===== src/rtl/uart_rx_monitor.sv =====
// UART receive monitor: 2-FF synchroniser, frame FSM (start/data/parity/stop/break),
// FWFT character FIFO with valid/ready pop, and sticky framing/parity/overrun flags.
// Optional simulation printout of received characters and error events is compiled in
// when UART_RX_MONITOR_PRINT_EN is defined; without it the module is purely synthesizable.
module uart_rx_monitor #(
  parameter int unsigned BAUD_DIV   = 280,
  parameter int unsigned DATA_BITS  = 8,
  parameter int unsigned PARITY     = 0,
  parameter int unsigned STOP_BITS  = 1,
  parameter int unsigned FIFO_DEPTH = 16
) (
  input  logic                          wb_clk,
  input  logic                          wb_rst,
  input  logic                          i_rx,
  output logic [DATA_BITS-1:0]          o_data,
  output logic                          o_valid,
  input  logic                          i_ready,
  output logic [$clog2(FIFO_DEPTH):0]   o_count,
  output logic                          o_busy,
  output logic                          o_frame_err,
  output logic                          o_parity_err,
  output logic                          o_overrun,
  input  logic                          i_clr_err
);

  localparam int unsigned TimW = $clog2(BAUD_DIV + 1);
  localparam int unsigned CntW = $clog2(DATA_BITS);
  localparam int unsigned AW   = $clog2(FIFO_DEPTH);

  typedef enum logic [2:0] {
    StIdle,
    StStart,
    StData,
    StParity,
    StStop,
    StBreak
  } state_e;

  state_e state_q, state_d;

  // Synchroniser and edge-detect history
  logic rx_meta_q, rx_s_q, rx_prev_q;

  // Bit timing and frame datapath
  logic [TimW-1:0]      timer_q;
  logic [CntW-1:0]      bit_cnt_q;
  logic                 stop_cnt_q;
  logic [DATA_BITS-1:0] shreg_q;
  logic                 par_acc_q;
  logic                 bad_q;
  logic                 push_q;

  // FIFO
  logic [DATA_BITS-1:0] mem_q [FIFO_DEPTH];
  logic [AW:0]          wr_ptr_q, rd_ptr_q;

  // Sticky flags
  logic frame_err_q, parity_err_q, overrun_q;

  // Decoded control
  logic fall, tick, last_bit, last_stop, par_bad;
  logic load_half, timer_run, shift_en, stop_adv;
  logic set_perr, set_ferr, push_set;
  logic full, empty, pop, push_ok, set_ovr;

  assign fall      = rx_prev_q & ~rx_s_q;
  assign tick      = (timer_q == TimW'(1));
  assign last_bit  = (bit_cnt_q == CntW'(DATA_BITS - 1));
  assign last_stop = (STOP_BITS == 1) || stop_cnt_q;
  // Odd parity wants an overall XOR of 1, even parity wants 0.
  assign par_bad   = (PARITY == 1) ? ~(par_acc_q ^ rx_s_q) : (par_acc_q ^ rx_s_q);

  // Two-flop synchroniser; idles high so reset does not look like a start edge
  always_ff @(posedge wb_clk or posedge wb_rst) begin
    if (wb_rst) begin
      rx_meta_q <= 1'b1;
      rx_s_q    <= 1'b1;
      rx_prev_q <= 1'b1;
    end else begin
      rx_meta_q <= i_rx;
      rx_s_q    <= rx_meta_q;
      rx_prev_q <= rx_s_q;
    end
  end

  // FSM state register
  always_ff @(posedge wb_clk or posedge wb_rst) begin
    if (wb_rst) begin
      state_q <= StIdle;
    end else begin
      state_q <= state_d;
    end
  end

  // FSM next-state logic
  always_comb begin
    state_d = state_q;
    case (state_q)
      StIdle:   if (fall) state_d = StStart;
      StStart:  if (tick) state_d = rx_s_q ? StIdle : StData;
      StData:   if (tick && last_bit) state_d = (PARITY != 0) ? StParity : StStop;
      StParity: if (tick) state_d = StStop;
      StStop: begin
        if (tick) begin
          if (!rx_s_q) begin
            state_d = StBreak;
          end else if (last_stop) begin
            state_d = StIdle;
          end
        end
      end
      StBreak:  if (rx_s_q) state_d = StIdle;
      default:  state_d = StIdle;
    endcase
  end

  // FSM outputs: datapath strobes, error events and busy
  always_comb begin
    load_half = 1'b0;
    timer_run = 1'b0;
    shift_en  = 1'b0;
    stop_adv  = 1'b0;
    set_perr  = 1'b0;
    set_ferr  = 1'b0;
    push_set  = 1'b0;
    case (state_q)
      StIdle:   load_half = fall;
      StStart:  timer_run = 1'b1;
      StData: begin
        timer_run = 1'b1;
        shift_en  = tick;
      end
      StParity: begin
        timer_run = 1'b1;
        set_perr  = tick & par_bad;
      end
      StStop: begin
        timer_run = 1'b1;
        if (tick) begin
          if (!rx_s_q) begin
            set_ferr = 1'b1;
          end else if (last_stop) begin
            push_set = ~bad_q;
          end else begin
            stop_adv = 1'b1;
          end
        end
      end
      default: ;
    endcase
    o_busy = (state_q != StIdle);
  end

  // Bit timer, shift register, parity accumulator and push strobe
  always_ff @(posedge wb_clk or posedge wb_rst) begin
    if (wb_rst) begin
      timer_q    <= '0;
      bit_cnt_q  <= '0;
      stop_cnt_q <= 1'b0;
      shreg_q    <= '0;
      par_acc_q  <= 1'b0;
      bad_q      <= 1'b0;
      push_q     <= 1'b0;
    end else begin
      push_q <= push_set;
      if (load_half) begin
        // First sample lands mid start bit
        timer_q    <= TimW'(BAUD_DIV / 2);
        bit_cnt_q  <= '0;
        stop_cnt_q <= 1'b0;
        par_acc_q  <= 1'b0;
        bad_q      <= 1'b0;
      end else if (timer_run) begin
        timer_q <= tick ? TimW'(BAUD_DIV) : timer_q - TimW'(1);
      end else begin
        timer_q <= '0;
      end
      if (shift_en) begin
        shreg_q   <= {rx_s_q, shreg_q[DATA_BITS-1:1]};
        par_acc_q <= par_acc_q ^ rx_s_q;
        bit_cnt_q <= bit_cnt_q + CntW'(1);
      end
      if (set_perr) bad_q <= 1'b1;
      if (stop_adv) stop_cnt_q <= 1'b1;
    end
  end

  assign empty   = (wr_ptr_q == rd_ptr_q);
  assign o_count = wr_ptr_q - rd_ptr_q;
  assign full    = (o_count == (AW + 1)'(FIFO_DEPTH));
  assign o_valid = ~empty;
  assign pop     = o_valid & i_ready;
  // A pop in the same cycle frees the slot, so a push into a full FIFO still lands.
  assign push_ok = push_q & (~full | pop);
  assign set_ovr = push_q & full & ~pop;
  assign o_data  = empty ? '0 : mem_q[rd_ptr_q[AW-1:0]];

  // FIFO pointers; the extra MSB separates full from empty
  always_ff @(posedge wb_clk or posedge wb_rst) begin
    if (wb_rst) begin
      wr_ptr_q <= '0;
      rd_ptr_q <= '0;
    end else begin
      if (push_ok) wr_ptr_q <= wr_ptr_q + (AW + 1)'(1);
      if (pop)     rd_ptr_q <= rd_ptr_q + (AW + 1)'(1);
    end
  end

  // FIFO storage; contents are don't-care while the pointers say empty
  always_ff @(posedge wb_clk) begin
    if (push_ok) mem_q[wr_ptr_q[AW-1:0]] <= shreg_q;
  end

  // Sticky error flags; a new event beats a simultaneous clear
  always_ff @(posedge wb_clk or posedge wb_rst) begin
    if (wb_rst) begin
      frame_err_q  <= 1'b0;
      parity_err_q <= 1'b0;
      overrun_q    <= 1'b0;
    end else begin
      frame_err_q  <= set_ferr | (frame_err_q & ~i_clr_err);
      parity_err_q <= set_perr | (parity_err_q & ~i_clr_err);
      overrun_q    <= set_ovr | (overrun_q & ~i_clr_err);
    end
  end

  assign o_frame_err  = frame_err_q;
  assign o_parity_err = parity_err_q;
  assign o_overrun    = overrun_q;

`ifdef UART_RX_MONITOR_PRINT_EN
  // Simulation console: echo characters and announce newly raised error flags
  always_ff @(posedge wb_clk) begin
    if (!wb_rst) begin
      if (push_ok) $write("%c", shreg_q);
      if (set_ferr && !frame_err_q) $display("[%0t] uart_rx_monitor: framing error", $time);
      if (set_perr && !parity_err_q) $display("[%0t] uart_rx_monitor: parity error", $time);
      if (set_ovr && !overrun_q) $display("[%0t] uart_rx_monitor: FIFO overrun", $time);
    end
  end
`else
  // Console echo disabled
`endif

endmodule


===== config.mk =====
export PLATFORM = sky130hd
export DESIGN_NAME = uart_rx_monitor
export DESIGN_NICKNAME = d
export VERILOG_FILES = /design/src/rtl/uart_rx_monitor.sv
export SDC_FILE = /design/constraint.sdc
export NUM_CORES = 1
export LEC_CHECK = 0
export ABC_AREA = 0
export CAP_MARGIN = 15
export CORE_ASPECT_RATIO = 1.5
export CORE_UTILIZATION = 60
export CTS_CLUSTER_DIAMETER = 40
export DETAILED_ROUTE_END_ITERATION = 10
export PLACE_DENSITY = 0.78
export SYNTH_ARGS = -nofsm -noshare
export SYNTH_HDL_FRONTEND = slang
export SYNTH_SLANG_ARGS = --single-unit

===== constraint.sdc =====
create_clock -name wb_clk -period 4.25 [get_ports wb_clk]
set_clock_uncertainty 0.05 [all_clocks]
set_input_delay 0.85 -clock wb_clk [delete_from_list [all_inputs] [get_ports wb_clk]]
set_output_delay 0.85 -clock wb_clk [all_outputs]
set_load 0.02 [all_outputs]

==> tab_implementation.tex <==
\begin{tabular}{lr}
\hline
Metric & Value \\
\hline
\multicolumn{2}{l}{\textbf{Run status}} \\
Run status & finished, final reports clean \\
\multicolumn{2}{l}{\textbf{Power}} \\
Total Power & 4.95 mW \\
Power per standard cell area & 605 mW/mm² \\
Worst supply voltage drop on vdd & 503 µV \\
Leakage & 2.95 nW \\
\multicolumn{2}{l}{\textbf{Global routing}} \\
Global-route wire length before repair & 21800 µm \\
Global-route usage over all layers & 0.245 \\
Antenna violations before repair & 0 \\
Pin count of the biggest net entering global routing & 43 \\
Remaining Overflow, GRT & 0 \\
Number of global-route vias before repair & 4030 \\
\multicolumn{2}{l}{\textbf{Placement}} \\
Gp weighted congestion & 0.844 \\
Final HPWL from detailed placement & 9220 µm \\
Port Buffer Count & 22 \\
Number of instances in the placed design & 601 \\
\multicolumn{2}{l}{\textbf{Drt}} \\
DRC & 0 \\
Drt via density & 5.94 \\
Initial DRC Count & 243 \\
Via total after detailed routing & 3757 \\
Post-Route WL & 13600 µm \\
Antenna Nets Post-Route & 0 \\
Length of the first detailed-routing pass in iterations & 4 \\
Final routed wire length divided by cell count & 21.5 µm \\
\multicolumn{2}{l}{\textbf{Critical path}} \\
Crit path max-delay cell type & sky130\_fd\_sc\_hd\_\_clkdlybuf4s50\_1 \\
Worst path bufs/invs & 2 \\
Critical Path, Cell by Cell & buf\_4 -> mux4\_2 -> nand2\_1 -> and3\_1 -> a211oi\_1 -> clkdlybuf4s50\_1 \\
Endpoint kind of the worst setup timing path & output port \\
Worst setup SP type & flip-flop \\
Startpoint of the most critical setup path & rd\_ptr\_q[0] \\
CP Depth & 6 \\
Max FO, Critical Path & 13 \\
Worst r2r dst & mem\_q[3][7] \\
Reg2Reg Launch Point & rd\_ptr\_q[0] \\
Worst Path Required & 3.35 ns \\
Worst path top cell family by delay & buffers and inverters \\
Critical path capture point & o\_data[4] \\
Depth of the worst register-to-register path & 8 \\
Worst EP arrival & 3.04 ns \\
Critical path's largest stage delay & 0.70 ns \\
Reg2Reg Setup Slack & 0.82 ns \\
Critical path type & reg2out \\
\multicolumn{2}{l}{\textbf{Finish}} \\
Multi-input logic area & 0.00207 mm² \\
Finished Layout Cells & 633 \\
Post-synthesis to final-layout area growth & 14.6\% \\
Layout Nets & 489 \\
Sequential standard cell area & 0.00490 mm² \\
Diodes inserted & 0 \\
Fraction of layout cells with a size suffix above 1 & 0.228 \\
Number of filler cells placed in the layout & 748 \\
\multicolumn{2}{l}{\textbf{Clock tree}} \\
Total CTS buffers & 17 \\
Clock slew at the register clock pins of the worst setup and hold paths & 0.07 ns \\
Clock Tree Root & sky130\_fd\_sc\_hd\_\_clkbuf\_16 \\
Number of cells upsized or downsized after cts & 0 \\
Count of clock tree sinks & 170 \\
Post-CTS setup repair buffer count & 0 \\
Buffer levels on the longest clock path & 2 \\
H-Tree Level Count & 4 \\
Number of hold buffers added after cts & 0 \\
Clock tree from TritonCTS & yes \\
Latest clock arrival within the worst-skew pair & 0.42 ns \\
\multicolumn{2}{l}{\textbf{Timing}} \\
Transition time at the pin with the least slew margin & 1.13 ns \\
Period Utilization, post-route & 0.928 \\
Remaining max-slew budget at the tightest pin & 0.239 \\
Tmin final & 3.94 ns \\
RSZ-0062 raised after global routing & false \\
Count of final max-slew check failures & 0 \\
Setup violations, final & 0 \\
TNS Setup & 0 ns \\
Final hold violations & 0 \\
Peak Freq & 0.254 GHz \\
\multicolumn{2}{l}{\textbf{Synth}} \\
Portion of the post-synthesis area used by sequential elements & 0.686 \\
Netlist Area Pre-Place & 0.00714 mm² \\
Synth Register Bits & 170 \\
Post-synthesis average cell area & 16.7 µm² \\
Leading post-synthesis cells by cell area & sky130\_fd\_sc\_hd\_\_edfxtp\_1 54\%, sky130\_fd\_sc\_hd\_\_dfrtp\_1 14\%, sky130\_fd\_sc\_hd\_\_mux4\_2 10\%, sky130\_fd\_sc\_hd\_\_ha\_1 2.3\%, sky130\_fd\_sc\_hd\_\_nand2\_1 1.6\% \\
Library cell occupying the most area in the post-synthesis netlist & sky130\_fd\_sc\_hd\_\_edfxtp\_1 \\
Synthesized netlist net count & 447 \\
Proportion of synthesized flip-flops having asynchronous set or reset & 0.247 \\
Commonest cells in the netlist & 128 x sky130\_fd\_sc\_hd\_\_edfxtp\_1, 39 x sky130\_fd\_sc\_hd\_\_dfrtp\_1, 32 x sky130\_fd\_sc\_hd\_\_mux4\_2 \\
Top-area cell type share of the netlist area & 0.539 \\
Number of flops mapped to enable cells by yosys & 128 \\
Number of standard cells after synthesis & 428 \\
Most repeated cell in the gate-level netlist after synthesis & sky130\_fd\_sc\_hd\_\_edfxtp\_1 \\
Number of warnings printed during yosys synthesis & 0 \\
Distinct cells, synth & 53 \\
Prevailing post-synth register cell & sky130\_fd\_sc\_hd\_\_edfxtp\_1 \\
\multicolumn{2}{l}{\textbf{Flow run}} \\
Number of max-cap violations & 0 \\
\multicolumn{2}{l}{\textbf{Floorplan}} \\
Overall die area & 0.0123 mm² \\
Horizontal die dimension & 91.1 µm \\
Number of top-level pins & 23 \\
Total number of placement rows & 48 \\
Starting Density & 0.619 \\
Core ar. & 0.0115 mm² \\
Die Height & 136 µm \\
\multicolumn{2}{l}{\textbf{Min path}} \\
Worst hold-check path type & reg2reg \\
Depth of the worst hold-timing path & 0 \\
\hline
\end{tabular}
flip-flops by register name, summed over array words and instances, names as in the netlist, 3 cells and up:
| signal | count |
|---|---|
| rd_ptr_q | 5 |
| bit_cnt_q | 3 |
| state_q | 3 |
| mem_q | 128 |
| shreg_q | 8 |
| timer_q | 9 |
| wr_ptr_q | 5 |
cells by family (layout without fill, tap and decap cells):
group | count (synthesis) | after routing | synth area share
AO/OA/AOI/OAI | 32 | 32 | 0.0275
AND/OR/NAND/NOR | 109 | 109 | 0.0856
buffers and inverters | 36 | 91 | 0.0244
multiplexers | 49 | 49 | 0.127
adder cells (fa/ha/maj) | 14 | 14 | 0.0256
flip-flops | 170 | 170 | 0.686
XOR/XNOR | 18 | 18 | 0.0231
layout by cell type (no fill, tap or decap), drive strengths merged, types with 10 or more instances in the layout:
| cell | instances |
|---|---|
| dfrtp | 39 |
| inv | 18 |
| clkdlybuf4s50 | 22 |
| buf | 21 |
| nand2 | 30 |
| ha | 13 |
| mux4 | 32 |
| o21ai | 14 |
| xnor2 | 10 |
| clkbuf | 20 |
| nor2 | 22 |
| nor3 | 14 |
| edfxtp | 128 |
| nand2b | 10 |
where the power goes:
| group | total [mW] | leakage (nW) | internal, mW | switching (mW) |
|---|---|---|---|---|
| sequential | 2.03 | 1.69 | 1.87 | 0.151 |
| combinational | 1.42 | 0.971 | 0.657 | 0.763 |
| clock | 1.50 | 0.284 | 0.874 | 0.625 |
area by class of cell:
| cell class | instances | area share |
|---|---|---|
| inverter | 16 | 0.00735 |
| multi-input combinational | 222 | 0.254 |
| clock inverter | 12 | 0.0171 |
| sequential | 170 | 0.599 |
| tap | 150 | 0.0230 |
| clock buffer | 20 | 0.0534 |
| timing repair buffer | 43 | 0.0462 |
how the worst min path moves through the flow:
| stage | start | end | slack, ns |
|---|---|---|---|
| final | rx_meta_q | rx_s_q | 0.31 |
| after global routing | rx_meta_q | rx_s_q | 0.32 |
| after CTS | rx_meta_q | rx_s_q | 0.31 |
| after detailed placement | rx_meta_q | rx_s_q | 0.30 |
| after global placement | rx_meta_q | rx_s_q | 0.30 |
| after floorplan | rx_meta_q | rx_s_q | 0.30 |
worst reg2reg max path: cells and delay by family (launching register included):
kind / cells / cell delay (ns)
AOI/OAI and AO/OA: 1 / 0.16
xor gates and xnor gates: 1 / 0.11
and+or+nand+nor: 4 / 1.50
adders and majority gates: 2 / 0.67
DFF: 1 / 0.56
per-stage QoR:
step                      hold WS [ns]  cell area, µm²  utilization  setup slack, ns
after global placement           0.296            7600        0.659            0.742
after global routing             0.318            8180        0.709            0.212
after floorplan                  0.295            7140            -            0.735
after CTS                        0.313            8180        0.709            0.271
after detailed placement         0.300            7600        0.659            0.717
final                            0.312            8180        0.709            0.306
per-layer routing:
| metal | wire (µm) | track usage | part of all wire | vias to the layer above |
|---|---|---|---|---|
| met4 | 259 | 0.113 | 0.019 | 0 |
| met3 | 561 | 0.0432 | 0.041 | 16 |
| met1 | 4920 | 0.273 | 0.36 | 1919 |
| met5 | 0 | 0 | 0 | - |
| li1 | - | - | - | 1719 |
| met2 | 7870 | 0.455 | 0.58 | 103 |
No activity file was read; power rests on OpenSTA's default activity.
